<file path="src/rtl/rose_implication_monitor.sv">
// Multi-channel hardware checker for "rise on ant[i] implies rise on cons[i]
// within MIN_DLY..MAX_DLY cycles", with verdict pulses and saturating counters.
module rose_implication_monitor #(
  parameter int NUM_CH  = 4,
  parameter int MIN_DLY = 1,
  parameter int MAX_DLY = 1,
  parameter int CNT_W   = 16
) (
  input  logic                    clk,
  input  logic                    rst_n,
  input  logic                    enable,
  input  logic                    clr_cnt,
  input  logic [NUM_CH-1:0]       ant,
  input  logic [NUM_CH-1:0]       cons,
  output logic [NUM_CH-1:0]       pass_pulse,
  output logic [NUM_CH-1:0]       fail_pulse,
  output logic [NUM_CH-1:0]       ovl_pulse,
  output logic [NUM_CH*CNT_W-1:0] pass_cnt,
  output logic [NUM_CH*CNT_W-1:0] fail_cnt,
  output logic                    busy
);

  localparam int DLY_W = $clog2(MAX_DLY + 1);
  localparam logic [DLY_W-1:0] MIN_V = DLY_W'(MIN_DLY);
  localparam logic [DLY_W-1:0] MAX_V = DLY_W'(MAX_DLY);

  typedef enum logic {S_IDLE, S_ARMED} state_t;

  state_t             r_state     [NUM_CH];
  state_t             w_state_nxt [NUM_CH];
  logic [DLY_W-1:0]   r_dly       [NUM_CH];
  logic [DLY_W-1:0]   w_dly_nxt   [NUM_CH];
  logic [CNT_W-1:0]   r_pass_cnt  [NUM_CH];
  logic [CNT_W-1:0]   r_fail_cnt  [NUM_CH];

  logic [NUM_CH-1:0]  r_ant_q, r_cons_q;
  logic [NUM_CH-1:0]  w_rose_ant, w_rose_cons;
  logic [NUM_CH-1:0]  w_pass, w_fail, w_ovl, w_armed;
  logic [NUM_CH-1:0]  r_pass, r_fail, r_ovl;

  function automatic logic [CNT_W-1:0] sat_inc(input logic [CNT_W-1:0] v);
    return (&v) ? v : v + CNT_W'(1);
  endfunction

  always_ff @(posedge clk or negedge rst_n) begin
    if (!rst_n) begin
      r_ant_q  <= '0;
      r_cons_q <= '0;
      for (int i = 0; i < NUM_CH; i++) begin
        r_state[i] <= S_IDLE;
        r_dly[i]   <= '0;
      end
    end else begin
      r_ant_q  <= ant;
      r_cons_q <= cons;
      for (int i = 0; i < NUM_CH; i++) begin
        r_state[i] <= w_state_nxt[i];
        r_dly[i]   <= w_dly_nxt[i];
      end
    end
  end

  always_comb begin
    w_rose_ant  = ant & ~r_ant_q;
    w_rose_cons = cons & ~r_cons_q;
    w_pass      = '0;
    w_fail      = '0;
    w_ovl       = '0;
    w_armed     = '0;
    for (int i = 0; i < NUM_CH; i++) begin
      w_state_nxt[i] = r_state[i];
      w_dly_nxt[i]   = r_dly[i];
      w_armed[i]     = (r_state[i] == S_ARMED);
      if (!enable) begin
        w_state_nxt[i] = S_IDLE;
        w_dly_nxt[i]   = '0;
      end else if (r_state[i] == S_IDLE) begin
        if (w_rose_ant[i]) begin
          w_state_nxt[i] = S_ARMED;
          w_dly_nxt[i]   = DLY_W'(1);
        end
      end else begin
        // A qualifying consequent wins over the deadline at k == MAX_DLY.
        if (w_rose_cons[i] && (r_dly[i] >= MIN_V)) w_pass[i] = 1'b1;
        else if (r_dly[i] == MAX_V)                w_fail[i] = 1'b1;
        if (w_pass[i] || w_fail[i]) begin
          w_state_nxt[i] = w_rose_ant[i] ? S_ARMED : S_IDLE;
          w_dly_nxt[i]   = w_rose_ant[i] ? DLY_W'(1) : '0;
        end else begin
          w_dly_nxt[i] = r_dly[i] + DLY_W'(1);
          w_ovl[i]     = w_rose_ant[i];
        end
      end
    end
  end

  always_ff @(posedge clk or negedge rst_n) begin
    if (!rst_n) begin
      r_pass <= '0;
      r_fail <= '0;
      r_ovl  <= '0;
      for (int i = 0; i < NUM_CH; i++) begin
        r_pass_cnt[i] <= '0;
        r_fail_cnt[i] <= '0;
      end
    end else begin
      r_pass <= w_pass;
      r_fail <= w_fail;
      r_ovl  <= w_ovl;
      for (int i = 0; i < NUM_CH; i++) begin
        if (clr_cnt) begin
          r_pass_cnt[i] <= '0;
          r_fail_cnt[i] <= '0;
        end else begin
          if (w_pass[i]) r_pass_cnt[i] <= sat_inc(r_pass_cnt[i]);
          if (w_fail[i]) r_fail_cnt[i] <= sat_inc(r_fail_cnt[i]);
        end
      end
    end
  end

  always_comb begin
    pass_pulse = r_pass;
    fail_pulse = r_fail;
    ovl_pulse  = r_ovl;
    busy       = |w_armed;
    pass_cnt   = '0;
    fail_cnt   = '0;
    for (int i = 0; i < NUM_CH; i++) begin
      pass_cnt[i*CNT_W +: CNT_W] = r_pass_cnt[i];
      fail_cnt[i*CNT_W +: CNT_W] = r_fail_cnt[i];
    end
  end

endmodule

</file>
<file path="config.mk">
export PLATFORM = sky130hd
export DESIGN_NAME = rose_implication_monitor
export DESIGN_NICKNAME = d
export VERILOG_FILES = /design/src/rtl/rose_implication_monitor.sv
export SDC_FILE = /design/constraint.sdc
export NUM_CORES = 1
export LEC_CHECK = 0
export CORE_MARGIN = 4
export CORE_UTILIZATION = 45
export CTS_CLUSTER_DIAMETER = 60
export DETAILED_ROUTE_END_ITERATION = 10
export PLACE_DENSITY = 0.78
export SKIP_CTS_REPAIR_TIMING = 1
export SLEW_MARGIN = 20
export SYNTH_ARGS = -nofsm -noshare
export SYNTH_HDL_FRONTEND = slang
export SYNTH_SLANG_ARGS = --single-unit
</file>
<file path="constraint.sdc">
create_clock -name clk -period 2.5 [get_ports clk]
set_input_delay 0.375 -clock clk [delete_from_list [all_inputs] [get_ports clk]]
set_output_delay 0.375 -clock clk [all_outputs]
set_load 0.01 [all_outputs]
</file>
# Yosys cells after proc, flatten, opt, wreduce, memory -nomap -nowiden
# Cells that the tools add are included.
dict set report word_totals {
  register_bits 156
  latch_bits 0
  ram_bits 0
  rom_bits 0
  input_bits 12
  output_inout_bits 141
  word_cells 198
  n_memories 0
}
dict set report classes {
  addsub 12
  n_mul 0
  div_mod_pow 0
  order_cmp 4
  n_eq_ne 12
  n_shift 0
  mux 112
  n_bitwise 4
  reduce_logical 33
}
# operator n
set op_table {}
lappend op_table {{16-bit 2-to-1 mux} 24}
lappend op_table {{16-bit by 1-bit adder with 16-bit output, second input constant} 8}
lappend op_table {{16-bit AND reduction} 8}
lappend op_table {{1-bit 2-to-1 mux} 88}
lappend op_table {{2-bit inequality test, second input constant} 8}
lappend op_table {{2-bit AND reduction} 8}
lappend op_table {{2-bit nonzero test} 8}
lappend op_table {{3-bit by 1-bit inequality test with 1-bit output, second input constant} 4}
lappend op_table {{4-bit bitwise AND} 2}
lappend op_table {{4-bit inverter} 2}
lappend op_table {{1-bit adder, second input constant} 4}
lappend op_table {{1-bit greater-or-equal comparator, second input constant} 4}
lappend op_table {{1-bit logical AND} 4}
lappend op_table {{1-bit logical OR} 4}
lappend op_table {{4-bit OR reduction} 1}

# Depth between registers and ports, before layout
# Gate-level depths: netlist of the first run.
dict set report logic_depth {
  word_depth 10
  ltp_mapped 7
  mapped_depth_nobuf 6
}

# Least setup slack after synthesis of the first run
# Ideal clock, no wire load.
dict set report synth_path {
  path_type {reg2reg}
  from {register r_pass_cnt (netlist bit pass_cnt[48])}
  to {register r_pass_cnt (netlist bit pass_cnt[59])}
  setup_time_ns 0.125
  t_arrival_ns 1.806
  required_ns 2.375
  slack_ns 0.570
  stages_incl_launch_ff 7
  path_buffers 0
  synth_period_minus_slack_ns 1.930
  path_cell_list {dfrtp_1 ha_1 nand3_1 nor3_1 nor4_2 nand3_1 mux2_2}
}
dict set report synth_via {
  elab_chain_len 4
  elab_cells_between_ends 7
  cone_classes {add/sub: 1; eq/ne: 1; mux: 3; reduce/logical: 2}
}
# item line_no
set synth_rtl {}
lappend synth_rtl {{from (decl)} 33} ;# logic [CNT_W-1:0] r_pass_cnt [NUM_CH];
lappend synth_rtl {{from (signal, indexed assignment)} 115} ;# if (w_pass[i]) r_pass_cnt[i] <= sat_inc(r_pass_cnt[i]);
lappend synth_rtl {{16-bit by 1-bit adder with 16-bit output} 42} ;# return (&v) ? v : v + CNT_W'(1);
lappend synth_rtl {{16-bit 2-to-1 mux} 42}
lappend synth_rtl {{16-bit 2-to-1 mux} 115}
lappend synth_rtl {{16-bit 2-to-1 mux} 111} ;# if (clr_cnt) begin
# Several ways; a longest one is shown, not always the timed one. The select of a mux whose other input is x is not followed.
# A chain may end at the register's enable or synchronous reset.

# Worst setup path in the final report of the first run
dict set report layout_path {
  from {register r_state[2] (netlist bit)}
  to {output busy}
}
dict set report layout_via {
  elab_chain_len 1
}
# item line_no
set layout_rtl {}
lappend layout_rtl {{from (decl)} 29} ;# state_t r_state [NUM_CH];
lappend layout_rtl {{from (signal, indexed assignment)} 57} ;# r_state[i] <= w_state_nxt[i];
lappend layout_rtl {{4-bit OR reduction} 126} ;# busy = |w_armed;
lappend layout_rtl {{to (decl)} 20} ;# output logic busy
# No other way between the ends.

==> results of run 1 <==
-- placed cells by master (no fill, tap or decap), types with 20 or more instances in the layout --
master,n
xnor2_1,63
nor4_1,20
dfrtp_1,156
nor3_1,40
nand3_1,41
nand2_1,46
clkdlybuf4s50_1,150
xor2_1,33
nand4_1,36
nor2_1,135
buf_4,22
-- power breakdown --
part | switching, uW | total (uW) | internal (uW) | leakage [uW]
Clock | 1010 | 2750 | 1750 | 0.000301
Combinational | 128 | 202 | 74.5 | 0.00161
Sequential | 21.8 | 2570 | 2550 | 0.00215
-- through the flow --
| stage | cells | util (%) | hold WS (ns) |
|---|---|---|---|
| global placement | 1168 | 58.0 | 0.380 |
| global route | 1201 | 61.8 | 0.427 |
| detailed placement | 1168 | 58.0 | 0.378 |
| floorplan | 793 | - | 0.0794 |
| finish | 1201 | 61.8 | 0.449 |
| CTS | 1200 | 61.8 | -0.0646 |
-- layer usage --
metal	wire, um	track usage, %	up-vias
met5	0	0	-
met4	274	5.61	0
met3	973	4.01	23
met2	8890	31.4	194
met1	8560	26.9	3220
li1	-	-	3184
-- layout make-up --
type	instances	share of cell area, %
Clock inverter	11	1.59
Sequential cell	156	37.7
Inverter	7	0.254
Multi-Input combinational cell	608	36.2
Clock buffer	21	4.54
Timing Repair Buffer	178	17.1
Tap cell	220	2.66
-- path summary, 6_finish.rpt --
check                                    startpoint                       end  slack (ns)  depth (start not counted)
setup / recovery               r_state[2]$_DFF_PN0_                      busy        0.20                          2
setup reg to reg           pass_cnt[48]$_DFFE_PN0P_  pass_cnt[59]$_DFFE_PN0P_        0.36                          6
hold reg to reg                r_dly[1]$_DFFE_PN0P_    ovl_pulse[2]$_DFF_PN0_        0.51                          1
hold / removal                               ant[0]      r_ant_q[0]$_DFF_PN0_        0.45                          1
min in group asynchronous                     rst_n  fail_cnt[50]$_DFFE_PN0P_        0.50                          2
max in group asynchronous                     rst_n  pass_cnt[58]$_DFFE_PN0P_        1.28                          3
-- sequential cells by signal, summed over array words and instances, names as in the netlist --
name	count
r_ant_q	4
ovl_pulse	4
pass_cnt	64
fail_cnt	64
pass_pulse	4
r_state	4
fail_pulse	4
r_dly	4
r_cons_q	4
-- cell families after synthesis --
| family | Yosys count |
|---|---|
| simple gates | 420 |
| flops | 156 |
| xor+xnor | 96 |
| compound gates | 69 |
| buf+inv | 29 |
| mux | 15 |
| fa+ha+maj | 8 |
==> results.md, run 1 <==
- Status: finished, final reports clean
- P per Cell Area: 533 nW/um^2
- CP peak stage delay: 0.53 ns
- Cells after Synth: 793
- Max-cap violations: 0
- Static Leak: 0.00407 uW
- Input/output buffers: 152
- Largest net degree at the start of global routing: 78
- Main area contributors after synthesis: dfrtp_1 (50%), xnor2_1 (7.1%), nor2_1 (6.5%)
- Vias per cell: 5.51
- Synth-to-Final Area Change: 33.1%
- CTS root buf: clkbuf_16
- Clock Path Buffers: 2
- Core area: 16800 um^2
- Finished Cell Area: 10400 um^2
- Crit end category: primary output
- Multi-input logic area: 3750 um^2
- Worst slew pin tran: 0.850 ns
- CP Buf/Inv Count: 1
- Max Fclk: 0.434 GHz
- Antenna Cells: 0
- Cell family with most CP delay: simple AND/OR/NAND/NOR gates
- Post-synth top area share: 50.2%
- Required time worst endpoint: 2.12 ns
- Post-Syn Area: 7780 um^2
- CP startpoint kind: register
- Sequential Area: 3900 um^2
- Setup TNS: 0 ns
- Post-synthesis compound-gate area fraction: 6.04%
- # DRC: 0
- Clock Skews: 0.00812 ns
- Top-count cell post-synth: dfrtp_1
- #FFs+latches synth: 156
- CTS Buf Count: 17
- CP Class: reg2out
- Crit path DAT: 1.93 ns
- Synth warn: 0
- DP Worst Slack: -0.0148 ns
- Synth Flop Type: dfrtp_1
- Ports: 153
- Top cells by count, synth: dfrtp_1 (156), nor2_1 (135), xnor2_1 (63)
- Synth Area in XOR/XNOR: 10.8%
- CTS tree: done
- Nets@finish: 988
- Die height: 140 um
- Vias: 6621
- Layout fillers: 1432
- Initial antenna violation count: 0
- CP Max Fanout: 6
- Main combinational cell family by area after synthesis: simple AND/OR/NAND/NOR gates
- Reg clk slew, reported paths: 0.06 ns
- Clock Latency Late Sink: 0.41 ns
- Max-slew headroom: 43.4%
- Fin crit share: 92.2%
- CTS HTree Levels: 4
- Netlist cell types: 51
- Hpwl dp: 13.2 mm
- Total power: 5520 uW
- Grt ovf: 0
- Final setup fails: 0
- HP Class: in2reg
- Clk sinks: 156
- Layout cells sized above 1: 7.54%
- Post-synthesis sequential area ratio: 50.2%
- Antenna viol nets, final: 0
- Mapped Nets: 813
- Num rows: 47
- Synth Area per Inst: 9.82 um^2
- Post-Synth Simple-Gate Area: 28.1%
- Unrepaired setup endpoints after global routing: no
- Clock period minus worst slack: 2.30 ns
- DRT iter0 DRCs: 355
- CP cell instances: or4_1 > clkdlybuf4s50_1
- Number of synthesized flops with an enable pin: 0
- First-pass detailed-route iteration total: 5
- Initial Utilization: 46.4%
- VDD IR max: 0.000457 V
- Ys async rst share: 100%
- Routed WL: 18.7 mm
- Global-route usage over all layers: 19.5%
- Slew Viols, Final: 0
- Post-synthesis mux area share: 1.98%
- Endpoints failing hold: 0
- Area of placed instances: 9720 um^2
- Post-DR wirelength/cell: 15.6 um
- Die Width: 140 um
- Synth area leader: dfrtp_1
- Global-route wire length before repair: 32.0 mm
- Post-Synth Adder-Cell Area: 1.29%
- Die area: 19500 um^2
- Routability cong.: 0.840
- Crit-path slowest cell: or4_1
- Setup slack after layout: 0.195 ns
- Vias in the first global route: 6467
No activity file was read; power rests on OpenSTA's default activity.
==> run 2: changes to the inputs <==
--- a/config.mk
+++ b/config.mk
@@ -5,6 +5,7 @@
 export SDC_FILE = /design/constraint.sdc
 export NUM_CORES = 1
 export LEC_CHECK = 0
+export CORE_ASPECT_RATIO = 0.7
 export CORE_MARGIN = 4
 export CORE_UTILIZATION = 45
 export CTS_CLUSTER_DIAMETER = 60
==> run 2 against run 1 <==
Net effect: utilization increased by 0.27 points; non-clock buffer count grew 5; combinational power is essentially flat; critical path depth unchanged; register-to-register slack better by 0.13 ns; design area is 0.29% lower; sequential power about the same; critical endpoint unchanged.
==> results.md, run 2 (synthesis results as in run 1) <==
- Die height: 118 um (-15%)
- Max Fclk: 0.442 GHz (+1.8%)
- Ports: 153 (unchanged)
- Reg clk slew, reported paths: 0.06 ns (about the same)
- Comb pwr share: 3.7% (about the same)
- CTS tree: done
- Worst setup startpoint: r_state[3]$_DFF_PN0_
- Worst slew pin tran: 0.867 ns (+0.0177 ns)
- CTS Buf Count: 17 (unchanged)
- Layout fillers: 1371 (-4.3%)
- CTS root buf: clkbuf_16
- Routed WL: 19.2 mm (+2.7%)
- Clk sinks: 156 (unchanged)
- NetSw: 1180 uW (+1.7%)
- Setup TNS: 0 ns (unchanged)
- Worst Hold Depth: 1 (unchanged)
- Required time worst endpoint: 2.12 ns (about the same)
- Clock Skews: 0.00977 ns (+0.00164 ns)
- CP Class: reg2out
- Hpwl dp: 13.6 mm (+3.4%)
- VDD IR max: 0.000332 V (-27%)
- Clock Path Buffers: 2 (unchanged)
- Die area: 19500 um^2 (+0.17%)
- Grt ovf: 0 (unchanged)
- Num rows: 39 (-17%)
- Internal power: 4170 uW (-4.6%)
- Switching share of total power: 22.0% (+1.1 points)
- Crit path DAT: 1.89 ns (-0.04 ns)
- Die Width: 165 um (+18%)
- Reg2Reg Setup Slack: 0.49 ns (+0.13 ns)
- Hold path endpoint: r_ant_q[2]$_DFF_PN0_
- R2R Path End: pass_cnt[49]$_DFFE_PN0P_
- Status: finished, final reports clean
- Endpoints failing hold: 0 (unchanged)
- R2r startpoint: pass_cnt[48]$_DFFE_PN0P_
- Antenna viol nets, final: 0 (unchanged)
- Nets@finish: 993 (+0.51%)
- P per Cell Area: 517 nW/um^2 (-3.0%)
- Routability cong.: 0.850 (+1.2%)
- HP Class: in2reg
- Reg2reg path depth: 7 (+1)
- Largest net degree at the start of global routing: 83 (+6.4%)
- Layout cells sized above 1: 7.82% (+0.27 points)
- Antenna Cells: 0 (unchanged)
- Slew Viols, Final: 0 (unchanged)
- # DRC: 0 (unchanged)
- Unrepaired setup endpoints after global routing: no
- Static Leak: 0.00407 uW (about the same)
- Vias: 6643 (+0.33%)
- Most common cell after layout, fill and taps aside: dfrtp_1
- WHS: 0.436 ns (-0.0129 ns)
- Multi-input logic area: 3750 um^2 (unchanged)
- Total power: 5340 uW (-3.3%)
- CP startpoint kind: register
- CP Max Fanout: 5 (-1)
- Fin crit share: 90.5% (-1.7 points)
- Flop pwr share: 48.1% (+1.6 points)
- Max-slew headroom: 42.2% (-1.2 points)
- Most frequent cells in the layout: dfrtp_1 (156), clkdlybuf4s50_1 (150), nor2_1 (135)
- Hold Startpoint: ant[2]
- Input/output buffers: 152 (unchanged)
- Max-cap violations: 0 (unchanged)
- Crit end category: primary output
- CTS HTree Levels: 4 (unchanged)
- Core area: 16600 um^2 (-0.72%)
- Global-route wire length before repair: 32.2 mm (+0.54%)
- First-pass detailed-route iteration total: 5 (unchanged)
- Final setup fails: 0 (unchanged)
- Clock Latency Late Sink: 0.42 ns (about the same)
- Global-route usage over all layers: 20.2% (+0.67 points)
- Vias per cell: 5.49 (-0.41%)
- Initial antenna violation count: 0 (unchanged)
- Post-DR wirelength/cell: 15.9 um (+2.0%)
- Vias in the first global route: 6301 (-2.6%)
- Clk pwr share: 48.2% (-1.6 points)
- Clock period minus worst slack: 2.26 ns (-0.0414 ns)
- Initial Utilization: 46.8% (+0.34 points)
- DRT iter0 DRCs: 410 (+15%)
- Sequential Area: 3900 um^2 (unchanged)
- Synth-to-Final Area Change: 32.8%
run 2: power groups by stage:
| stage | logic (uW) | clock network (uW) | registers [uW] |
|---|---|---|---|
| floorplan | 80.5 | 0 | 2610 |
| global placement | 201 | 0 | 2620 |
| detailed placement | 205 | 0 | 2620 |
| CTS | 206 | 2630 | 2570 |
| global route | 226 | 2750 | 2570 |
| finish | 200 | 2570 | 2570 |
run 2: worst max path at each step:
stage,endpoint,cells after the start
finish,busy,2
global route,busy,2
CTS,busy,2
detailed placement,fail_cnt[15]$_DFFE_PN0P_,7
global placement,fail_cnt[15]$_DFFE_PN0P_,7
floorplan,pass_cnt[59]$_DFFE_PN0P_,6
run 2: per-layer routing:
layer,track usage (%),share of wire (%),vias to the layer above
met5,0,0,-
met4,5.97,1.7,0
met3,6.30,7.5,28
met2,27.7,42,201
met1,30.3,49,3209
li1,-,-,3205
run 2: layout make-up:
class / count / area share (%)
multi-input combinational: 608 / 36.3
inverter: 7 / 0.254
timing repair buffer: 183 / 17.2
clock inverter: 9 / 1.09
tap: 225 / 2.72
sequential: 156 / 37.8
clock buffer: 22 / 4.59
run 2: per-stage QoR:
step	instances	area, um^2	setup WS [ns]	utilization (%)
floorplan	793	7780	0.570	-
global placement	1178	9740	0.0795	58.5
detailed placement	1178	9740	0.0536	58.5
CTS	1209	10300	0.205	62.0
global route	1210	10300	0.173	62.1
finish	1210	10300	0.237	62.1
run 2: critical path: stages, from the launching register on:
cell,delay [ns]
dfrtp_1,0.43
or4_1,0.53
clkdlybuf4s50_1,0.51
